`src/rtl/seg7_pkg.sv`:
```
// Shared constants for the seven-segment result display: pin idle levels,
// the active-low hex glyph table and the default timing parameters.
package seg7_pkg;

    localparam int REFRESH_DIV_DEFAULT   = 100000;
    localparam int STABLE_CYCLES_DEFAULT = 4;

    localparam logic [6:0] SEG_BLANK = 7'h7F;
    localparam logic [3:0] AN_OFF    = 4'hF;

    // Glyphs are {g,f,e,d,c,b,a}, active-low, indexed by hex digit value.
    localparam logic [6:0] HEX_SEG_TABLE [16] = '{
        7'h40, 7'h79, 7'h24, 7'h30, 7'h19, 7'h12, 7'h02, 7'h78,
        7'h00, 7'h10, 7'h08, 7'h03, 7'h46, 7'h21, 7'h06, 7'h0E
    };

endpackage

```
`src/rtl/hex_to_seg7.sv`:
```
// Combinational hex nibble to active-low seven-segment glyph lookup.
module hex_to_seg7
    import seg7_pkg::*;
(
    input  logic [3:0] nibble,
    output logic [6:0] seg_code
);

    assign seg_code = HEX_SEG_TABLE[nibble];

endmodule

```
`src/rtl/result_display.sv`:
```
// Filters store transients on the DMEM result word and scans the settled
// value as hex across a 4-digit common-anode seven-segment display.
module result_display
    import seg7_pkg::*;
#(
    parameter int REFRESH_DIV   = REFRESH_DIV_DEFAULT,
    parameter int STABLE_CYCLES = STABLE_CYCLES_DEFAULT
) (
    input  logic        clk,
    input  logic        reset,
    input  logic [15:0] result,
    input  logic        blank_lz,
    output logic [3:0]  an,
    output logic [6:0]  seg
);

    localparam int DIV_W = (REFRESH_DIV > 1) ? $clog2(REFRESH_DIV) : 1;
    localparam int CNT_W = (STABLE_CYCLES > 1) ? $clog2(STABLE_CYCLES) : 1;
    localparam logic [DIV_W-1:0] DIV_LAST = DIV_W'(REFRESH_DIV - 1);
    localparam logic [CNT_W-1:0] CNT_LAST = CNT_W'(STABLE_CYCLES - 1);

    logic [15:0]      cand;
    logic [15:0]      shown;
    logic [CNT_W-1:0] cnt;
    logic [DIV_W-1:0] div;
    logic [1:0]       dig;
    logic [3:0]       nibble;
    logic [6:0]       seg_code;
    logic             upper_zero;
    logic             digit_blank;

    // A value reaches shown only after matching cand for STABLE_CYCLES edges;
    // any difference restarts the count and leaves the old shown in place.
    always_ff @(posedge clk or negedge reset) begin
        if (!reset) begin
            cand  <= '0;
            cnt   <= '0;
            shown <= '0;
        end else if (result != cand) begin
            cand <= result;
            cnt  <= '0;
        end else if (cnt < CNT_LAST) begin
            cnt <= cnt + CNT_W'(1);
        end else begin
            shown <= cand;
        end
    end

    always_ff @(posedge clk or negedge reset) begin
        if (!reset) begin
            div <= '0;
            dig <= '0;
        end else if (div == DIV_LAST) begin
            div <= '0;
            dig <= dig + 2'd1;
        end else begin
            div <= div + DIV_W'(1);
        end
    end

    // Digit 0 is never blanked so that a zero value still reads "0".
    always_comb begin
        nibble     = shown[{dig, 2'b00} +: 4];
        upper_zero = 1'b0;
        case (dig)
            2'd1:    upper_zero = (shown[15:4]  == 12'h000);
            2'd2:    upper_zero = (shown[15:8]  == 8'h00);
            2'd3:    upper_zero = (shown[15:12] == 4'h0);
            default: upper_zero = 1'b0;
        endcase
        digit_blank = blank_lz && upper_zero;
    end

    hex_to_seg7 u_hex_to_seg7 (
        .nibble   (nibble),
        .seg_code (seg_code)
    );

    always_ff @(posedge clk or negedge reset) begin
        if (!reset) begin
            an  <= AN_OFF;
            seg <= SEG_BLANK;
        end else if (digit_blank) begin
            an  <= AN_OFF;
            seg <= SEG_BLANK;
        end else begin
            an  <= ~(4'b0001 << dig);
            seg <= seg_code;
        end
    end

endmodule

```
`config.mk`:
```
export PLATFORM = sky130hd
export DESIGN_NAME = result_display
export DESIGN_NICKNAME = d
export VERILOG_FILES = /design/src/rtl/seg7_pkg.sv /design/src/rtl/hex_to_seg7.sv /design/src/rtl/result_display.sv
export SDC_FILE = /design/constraint.sdc
export NUM_CORES = 1
export LEC_CHECK = 0
export CORE_ASPECT_RATIO = 2
export CORE_UTILIZATION = 45
export CTS_CLUSTER_SIZE = 12
export DETAILED_ROUTE_END_ITERATION = 16
export DONT_BUFFER_PORTS = 1
export GPL_TIMING_DRIVEN = 0
export PLACE_DENSITY = 0.71
export REMOVE_ABC_BUFFERS = 1
export SYNTH_ARGS = -nofsm -noshare
export SYNTH_HDL_FRONTEND = slang
export SYNTH_SLANG_ARGS = --single-unit
```
`constraint.sdc`:
```
create_clock -name clk -period 5.8 [get_ports clk]
set_clock_uncertainty 0.2 [all_clocks]
set_input_delay 0.29 -clock clk [delete_from_list [all_inputs] [get_ports clk]]
set_output_delay 0.29 -clock clk [all_outputs]
set_load 0.05 [all_outputs]
```
; Yosys cells after proc, flatten, opt, wreduce, memory -nomap -nowiden
; Memories as Yosys holds them, arrays and structs flattened.
; Index checks and enable logic that the tools add are counted.
[word_totals]
inputBits = 19
rom_bits = 112
mem_count = 1
output_inout_bits = 11
elab_cells = 38
reg_bits = 64
[mem_list]
columns = name, words, word_bits, rd, rd_ports_with_merged_regs, write_ports, line
row1 = (name not given), 16, 7, 1, 0, 0, hex_to_seg7.sv:9  ; assign seg_code = HEX_SEG_TABLE[nibble];
[classes]
n_addsub = 3
bitwise_logic = 4
n_shift = 2
eq_ne = 5
mux = 8
n_reduce_logical = 6
magnitude_cmp = 2
[ops]
columns = cell, n
row1 = two-way mux 7 bit, 3
row2 = "adder 17 x 1 -> 17 bit, second input constant", 1
row3 = "equality test 17 bit, second input constant", 1
row4 = two-way mux 17 bit, 1
row5 = inequality test 16 bit, 1
row6 = indexed part select 16 x 5 -> 4 bit, 1
row7 = zero test 12 bit, 1
row8 = zero test 8 bit, 1
row9 = "greater-or-equal comparator 5 bit, second input constant", 1
row10 = NOT 4 -> 5 bit, 1
row11 = "adder 2 x 1 -> 2 bit, second input constant", 2
row12 = "equality test 2 bit, second input constant", 2
row13 = zero test 4 bit, 1
row14 = two-way mux 2 bit, 2
row15 = two-way mux 4 bit, 1
row16 = NOT 4 bit, 1
row17 = "<< shifter 1 x 2 -> 4 bit, first input constant", 1
row18 = one-hot mux 1 bit (3 select lines), 1
row19 = "equality test 2 x 1 -> 1 bit, second input constant", 1
row20 = "less-than comparator 2 bit, second input constant", 1
row21 = NOT 1 bit, 2
row22 = AND reduction 2 bit, 1
row23 = nonzero test 2 bit, 1
row24 = logical AND 1 bit, 1

; Logic depth before layout (Yosys ltp)
; Gate-level depths: netlist (run 1).
[depth]
word_depth = 6
ltp_mapped = 8
ltp_nobuf = 7

; Cells and area by module
; Synthesis (run 1) repeated with hierarchy kept, for this count alone.
[unflattened]
cells_unflattened = 251
area_unflattened_um2 = 3025.4
[by_module_without_submodules]
columns = mod, instances, seq_area_each_um2, cells_each, area_per_inst_um2
row1 = result_display, 1, 1615.3, 216, 2777.7
row2 = hex_to_seg7, 1, 0.0, 35, 247.7

; Worst setup path before layout (run 1)
; OpenSTA, ideal clock, no wires.
[synth_timing]
path_kind = reg2reg
from = register dig[0]
to = register seg[3]
period_less_slack_ns = 2.233
t_required_ns = 5.504
path_slack_ns = 3.567
t_arrival_ns = 1.937
path_stages_with_launch = 9
path_cell_list = dfrtp_1 -> buf_2 -> mux4_2 -> inv_1 -> ha_1 -> inv_1 -> mux4_2 -> inv_1 -> nand2_1
[synth_between]
elab_chain_cells = 6
word_cells_on_any_way = 11
cone_classes = 3 x eq/ne / 1 x shift / 4 x mux / 1 x bitwise / 1 x reduce/logical / 1 x memory
[synth_rtl]
columns = item, line
row1 = start: declaration, result_display.sv:26  ; logic [1:0] dig;
row2 = start signal: assignment, result_display.sv:55  ; dig <= dig + 2'd1;
row3 = indexed part select 16 x 5 -> 4 bit, result_display.sv:63  ; nibble = shown[{dig, 2'b00} +: 4];
row4 = NOT 4 -> 5 bit (not written as such), hex_to_seg7.sv:9
row5 = memory read (16 x 7 bit), n/a
row6 = two-way mux 7 bit (not written as such) (2 in a row), hex_to_seg7.sv:9
row7 = two-way mux 7 bit (*), result_display.sv:83  ; end else if (digit_blank) begin
row8 = end signal: assignment, result_display.sv:88  ; seg <= seg_code;
row9 = end: declaration, result_display.sv:14  ; output logic [6:0] seg
; Every way passes the cells marked *; elsewhere a longest branch is shown, timed or not. The select of a mux whose other input is x is not followed.
; A chain may end at the register's enable or synchronous reset.

; Worst setup path in the final report (run 1)
[layout_timing]
from = register dig[0]
to = register seg[2]
; Same word-level chain as after synthesis.

==> flow_summary.json, run 1 <==
{
  "p_clk_frac": 0.524,
  "tightest_slew_ns": 0.853,
  "syn_inst": 246,
  "synth_top_area_frac": 0.443,
  "crit_path_top_delay_cell": "or4b_2",
  "drt-pass1-iter-count": 5,
  "drc_errors": 0,
  "clock-root-buffer": "clkbuf_16",
  "die_area_sq_um": 7000,
  "tns_ns": 0,
  "cp-start-kind": "flip-flop",
  "slew_headroom": 0.431,
  "period_needed_ns": 2.54,
  "cp_data_arrival_time_ns": 2.57,
  "synth_area_leaders": "dfrtp_1 (44%), dfstp_2 (9.7%), xor2_1 (6.7%)",
  "synth.largest_area_cell": "dfrtp_1",
  "die_w_microns": 59.7,
  "syn_avg_cell_area_sq_um": 12.2,
  "cts_tree": "done",
  "cts_num_sinks": 64,
  "p_switching_w": 0.000198,
  "max_cap_viol_count": 0,
  "gp_congestion": 0.738,
  "synth_cell_type_count": 34,
  "power_frac_seq": 0.447,
  "first_global_vias": 1900,
  "grt_antenna_before_repair": 0,
  "worstSetupPathType": "reg -> reg",
  "drive_gt1_frac": 0.186,
  "post_drt_wl_per_cell_microns": 14.9,
  "place_inst": 310,
  "post_cts_buffers": 0,
  "core_area_sq_um": 6360,
  "dp_hpwl_mm": 3.52,
  "overflow": 0,
  "critPathCaptureType": "flip-flop",
  "clk_pin_slew_ns": 0.05,
  "vias_per_cell": 5.06,
  "numCtsBuffers": 9,
  "syn_area_sq_um": 2990,
  "drt-total-wl_mm": 5.11,
  "vias": 1742,
  "rsz0062_at_grt": "no",
  "start_util": 0.470,
  "max_freq_ghz": 0.394,
  "area_delta_synth_final_pct": 16.7,
  "cts_max_path_buffers": 2,
  "p_per_area_nw_per_um2": 293,
  "status": "finished, final reports clean",
  "yosysMostFrequentCell": "dfrtp_1",
  "io_pins": 30,
  "drt_iter0_drc": 57,
  "yosysSeqAreaShare": 0.540,
  "p_comb_frac": 0.029,
  "required_ns": 5.84,
  "track_usage": 0.173,
  "fp.dieH_microns": 117,
  "peakVddDrop_v": 0.000209,
  "port-buffer-count": 0,
  "min_path_type": "in -> reg",
  "hold_viol_final": 0,
  "htree_levels": 3,
  "ys_ff_latch": 64,
  "path_max_fanout": 9,
  "synthTopCellsByCount": "dfrtp_1 (53), xor2_1 (23), clkbuf_1 (19), nor2_1 (18)",
  "synthFlopType": "dfrtp_1",
  "nets": 285,
  "finalNonFillerCells": 344,
  "critPathMaxStageDelay_ns": 0.62,
  "finalMaxSlewViolations": 0,
  "p_leak_nw": 1.57,
  "yosys_warnings": 0,
  "num_rows": 41,
  "ant_nets": 0,
  "crit_chain": "inv_1 > ha_1 > or4b_2 > nor3_1 > o21ai_1 > o221ai_1",
  "fin_crit_sh": 0.438,
  "p_int_w": 0.000824,
  "grt_max_degree": 65,
  "p_sw_frac": 0.194,
  "async_flop_share": 1.00,
  "synth_edf_count": 0,
  "clock_latency_ns": 0.33,
  "finalSetupViolations": 0,
  "antenna_cells": 0,
  "grt_first_pass_wirelength_mm": 8.69
}
[state kept, by name (all words and copies together) (netlist names)]
name and cells:
div 17, cand 16, shown 16, seg 7, an 4, cnt 2
dig 2
[what timing repair did]
item	4_1_cts	5_1_grt
endpoints found under the setup margin	0	0
endpoints found under the hold margin	80	0
resized for setup	0	0
hold buffers	18	0
[kinds of logic after synthesis]
logic type	after synthesis	synth area share
buffers and inverters	33	0.0498
xor gates and xnor gates	33	0.0966
and+or+nand+nor	66	0.111
AOI/OAI and AO/OA	13	0.0276
muxes	24	0.121
DFF	64	0.540
adders and majority gates	13	0.0544
[worst max-delay path, delay by kind of cell (launching register included)]
family | cells | cell delay (ns)
buffers and inverters | 1 | 0.18
adders and majority gates | 1 | 0.23
AOI/OAI and AO/OA | 2 | 0.45
and+or+nand+nor | 2 | 0.84
DFF | 1 | 0.55
[stage by stage]
stage | instance area (sq um) | setup slack (ns) | util | total power, W | hold WS, ns
after floorplan | 2880 | 3.58 | - | 0.000472 | -0.206
after global placement | 2990 | 3.30 | 0.470 | 0.000474 | -0.202
after detailed placement | 2990 | 3.27 | 0.470 | 0.000474 | -0.203
after CTS | 3490 | 3.25 | 0.549 | 0.00104 | 0.132
after global routing | 3490 | 3.14 | 0.549 | 0.00106 | 0.155
final | 3490 | 3.26 | 0.549 | 0.00102 | 0.139
[power groups by stage]
stage	Clock (W)	Combinational (W)	Sequential (W)
after global routing	0.000566	0.0000329	0.000458
after global placement	0	0.00000927	0.000465
final	0.000536	0.0000293	0.000457
after floorplan	0	0.00000794	0.000464
after CTS	0.000549	0.0000299	0.000457
after detailed placement	0	0.00000961	0.000465
[layout make-up]
type	instances	area, sq um
multi-input combinational	149	1230
timing repair buffer	18	198
sequential	64	1620
clock inverter	2	37.5
inverter	11	41.3
clock buffer	14	264
tap	86	108
fill	555	2870
[worst paths after layout]
| check | depth (start not counted) | endpoint | slack, ns | start |
|---|---|---|---|---|
| hold reg to reg | 1 | div[0] | 0.30 | div[0] |
| min in group asynchronous | 2 | cand[0] | 0.29 | reset |
| setup reg to reg | 6 | seg[2] | 3.26 | dig[0] |
| hold / removal | 4 | cnt[0] | 0.14 | result[10] |
| setup / recovery | 6 | seg[2] | 3.26 | dig[0] |
| max in group asynchronous | 2 | an[0] | 4.79 | reset |
[metal layers]
layer	routed length, microns	global-route usage
met1	1900	0.179
met2	2840	0.285
met3	200	0.0606
met4	175	0.105
met5	0	0
[cells in the final DEF, fill, tap and decap left out, drive strengths merged, types with 3 or more instances in the layout]
master,Yosys,final
xnor2,10,10
ha,13,13
nor3,5,5
nand2,13,13
xor2,23,23
o211ai,4,4
inv,11,11
nor4,6,6
dfrtp,53,53
dfstp,11,11
mux4,5,5
and3,3,3
nor2,18,18
mux2,17,17
clkbuf,19,14
dlygate4sd3,0,17
nand3,9,9
a21oi,4,4
o21ai,3,3
(Power assumes the default switching activity.)
==> run 2: changes to the inputs <==
Settings changed: ABC_AREA from default to 1, PLACE_DENSITY 0.71 to 0.73.
Clock period 5.8 ns to 2.2 ns, I/O delays scaled along.
==> run 2 against run 1 <==
  * Highest routed layer unchanged
  * Non-clock buffer count stayed put
  * Die area increased by 10%
  * Via count grew 46%
  * Clock power grew to 2.7 times the previous value
  * Critical path type unchanged
==> flow_summary.json, run 2 <==
{
  "p_per_area_nw_per_um2": 724,
  "cts_tree": "done",
  "yosysSeqAreaShare": 0.489,
  "peakVddDrop_v": 0.000630,
  "tns_ns": 0,
  "syn_inst": 412,
  "overflow": 0,
  "post_cts_buffers": 0,
  "first_global_vias": 2604,
  "drt-pass1-iter-count": 4,
  "vias_per_cell": 4.96,
  "fin_crit_sh": 0.855,
  "fin_util": 0.548,
  "nets": 451,
  "numCtsBuffers": 9,
  "p_leak_nw": 2.03,
  "fp.dieH_microns": 123,
  "critPathCaptureType": "flip-flop",
  "syn_avg_cell_area_sq_um": 8.02,
  "path_max_fanout": 11,
  "start_util": 0.473,
  "io_pins": 30,
  "mostFrequentLayoutCells": "nand2_1 (121), dfrtp_1 (52), inv_1 (48)",
  "rsz0062_at_grt": "no",
  "ys_ff_latch": 64,
  "drt_iter0_drc": 97,
  "cp-start-kind": "flip-flop",
  "syn_area_sq_um": 3310,
  "slew_headroom": 0.513,
  "grt_antenna_before_repair": 0,
  "min_path_type": "in -> reg",
  "finalWorstSetupSlack_ns": 0.320,
  "synth_top_area_frac": 0.401,
  "die_area_sq_um": 7710,
  "period_needed_ns": 1.88,
  "gp_congestion": 0.874,
  "track_usage": 0.179,
  "required_ns": 2.26,
  "reg2reg_depth": 8,
  "largest_reg_flops": 17,
  "cts_num_sinks": 64,
  "area_delta_synth_final_pct": 16.0,
  "holdWs_ns": 0.0632,
  "synth.largest_area_cell": "dfrtp_1",
  "port-buffer-count": 0,
  "tightest_slew_ns": 0.731,
  "status": "finished, final reports clean",
  "fill_cells": 624,
  "fin_area_sq_um": 3830,
  "hold_viol_final": 0,
  "drt-total-wl_mm": 6.03,
  "core_area_sq_um": 6990,
  "crit_start": "dig[0]",
  "endpoint": "seg[3]",
  "die_w_microns": 62.6,
  "finalMaxSlewViolations": 0,
  "r2r_slack_ns": 0.32,
  "grt_first_pass_wirelength_mm": 10.6,
  "drive_gt1_frac": 0.116,
  "r2r_start": "dig[0]",
  "yosysMostFrequentCell": "nand2_1",
  "grt_max_degree": 65,
  "largest_registers": "div: 17 flops, cand: 16 flops, shown: 16 flops",
  "post_dp_cell_area_sq_um": 3320,
  "cts_max_path_buffers": 2,
  "finalSetupViolations": 0,
  "top_register": "div",
  "layout_commonest_cell": "nand2_1",
  "num_rows": 43,
  "worstHoldStart": "blank_lz",
  "max_cap_viol_count": 0,
  "synth_cell_type_count": 30,
  "clk_pin_slew_ns": 0.05,
  "async_flop_share": 1.00,
  "dp_hpwl_mm": 4.17,
  "synthFlopType": "dfrtp_1",
  "post_drt_wl_per_cell_microns": 11.7,
  "drc_errors": 0,
  "rr_endpoint": "seg[3]",
  "htree_levels": 3,
  "ant_nets": 0,
  "synth_area_leaders": "dfrtp_1 (40%), nand2_1 (14%), dfstp_2 (8.7%)",
  "synthTopCellsByCount": "nand2_1 (121), dfrtp_1 (53), inv_1 (48), nor2_1 (41), nand3_1 (30)",
  "yosys_warnings": 0,
  "vias": 2550,
  "clock_latency_ns": 0.33,
  "cp_data_arrival_time_ns": 1.94,
  "clock-root-buffer": "clkbuf_16",
  "dp_slack_ns": 0.201,
  "synth_edf_count": 0,
  "max_freq_ghz": 0.532,
  "antenna_cells": 0,
  "worstSetupPathType": "reg -> reg"
}
==> run 2: changes by cell type in the layout (fill, tap and decap cells not counted), sizes merged, moves of 3 or more <==
cell / previous run / this run
nand2: 13 / 124
inv: 11 / 58
nor2: 18 / 47
nand3: 9 / 32
mux2: 17 / 0
nand4: 2 / 17
xor2: 23 / 9
o21ai: 3 / 14
xnor2: 10 / 0
mux4: 5 / 0
nor4: 6 / 1
and3: 3 / 0
==> run 2: worst min-delay path by stage <==
stage,endpoint,slack [ns],cells past startpoint
final,an[2],0.06,4
after global routing,shown[8],0.13,7
after CTS,an[2],0.05,4
after detailed placement,div[16],-0.38,0
after global placement,div[16],-0.38,0
after floorplan,cand[0],-0.39,0
==> run 2: cell families (layout without fill, tap and decap cells) <==
group,count (synthesis),count (layout),synth area share
simple gates,225,225,0.305
buf+inv,80,92,0.0977
flops,64,64,0.489
compound gates,20,20,0.0322
fa+ha+maj,13,13,0.0492
xor+xnor,9,9,0.0238
mux,1,1,0.00303
==> run 2: final cells by class <==
cell class	instances	area, sq um	area share
multi-input cells	268	1370	0.357
well taps	90	113	0.0294
repair buffers	18	198	0.0516
inverters	58	220	0.0574
flip-flops and latches	64	1620	0.422
clock inverters	2	35.0	0.00914
clock buffers	14	284	0.0741
==> run 2: per-stage QoR <==
step	total power, W	std cells
2_1_floorplan	0.00126	390
3_3_place_gp	0.00127	480
3_5_place_dp	0.00127	480
4_1_cts	0.00282	514
5_1_grt	0.00287	514
6_report	0.00278	514
==> run 2: timing repair <==
item / 4_1_cts / 5_1_grt
endpoints found under the setup margin: 0 / 4
hold endpoints to repair: 80 / 0
hold buffers: 18 / 0
gates resized for setup: 0 / 1
==> run 2: metal layers <==
metal | share of wire | up-vias | wire length [microns] | GRT usage
met5 | 0 | - | 0 | 0
met2 | 0.54 | 54 | 3270 | 0.327
li1 | - | 1296 | - | -
met4 | 0.032 | 0 | 192 | 0.134
met1 | 0.40 | 1186 | 2390 | 0.174
met3 | 0.028 | 14 | 171 | 0.0378
==> run 2: where the power goes <==
part	internal, W	total [W]	switching, W	leakage [nW]
clock network	0.000997	0.00147	0.000474	0.159
logic	0.0000438	0.0000986	0.0000548	1.07
registers	0.00120	0.00121	0.0000118	0.802
total	0.00224	0.00278	0.000541	2.03
==> run 2: worst max-delay path, cell delays in order (launching register included) <==
cell     delay, ns
dfrtp_2       0.49
o21ai_0       0.19
nand2_1       0.08
nand2_1       0.12
inv_1         0.12
ha_1          0.31
o21ai_0       0.16
nand2_1       0.06
nand3_1       0.08
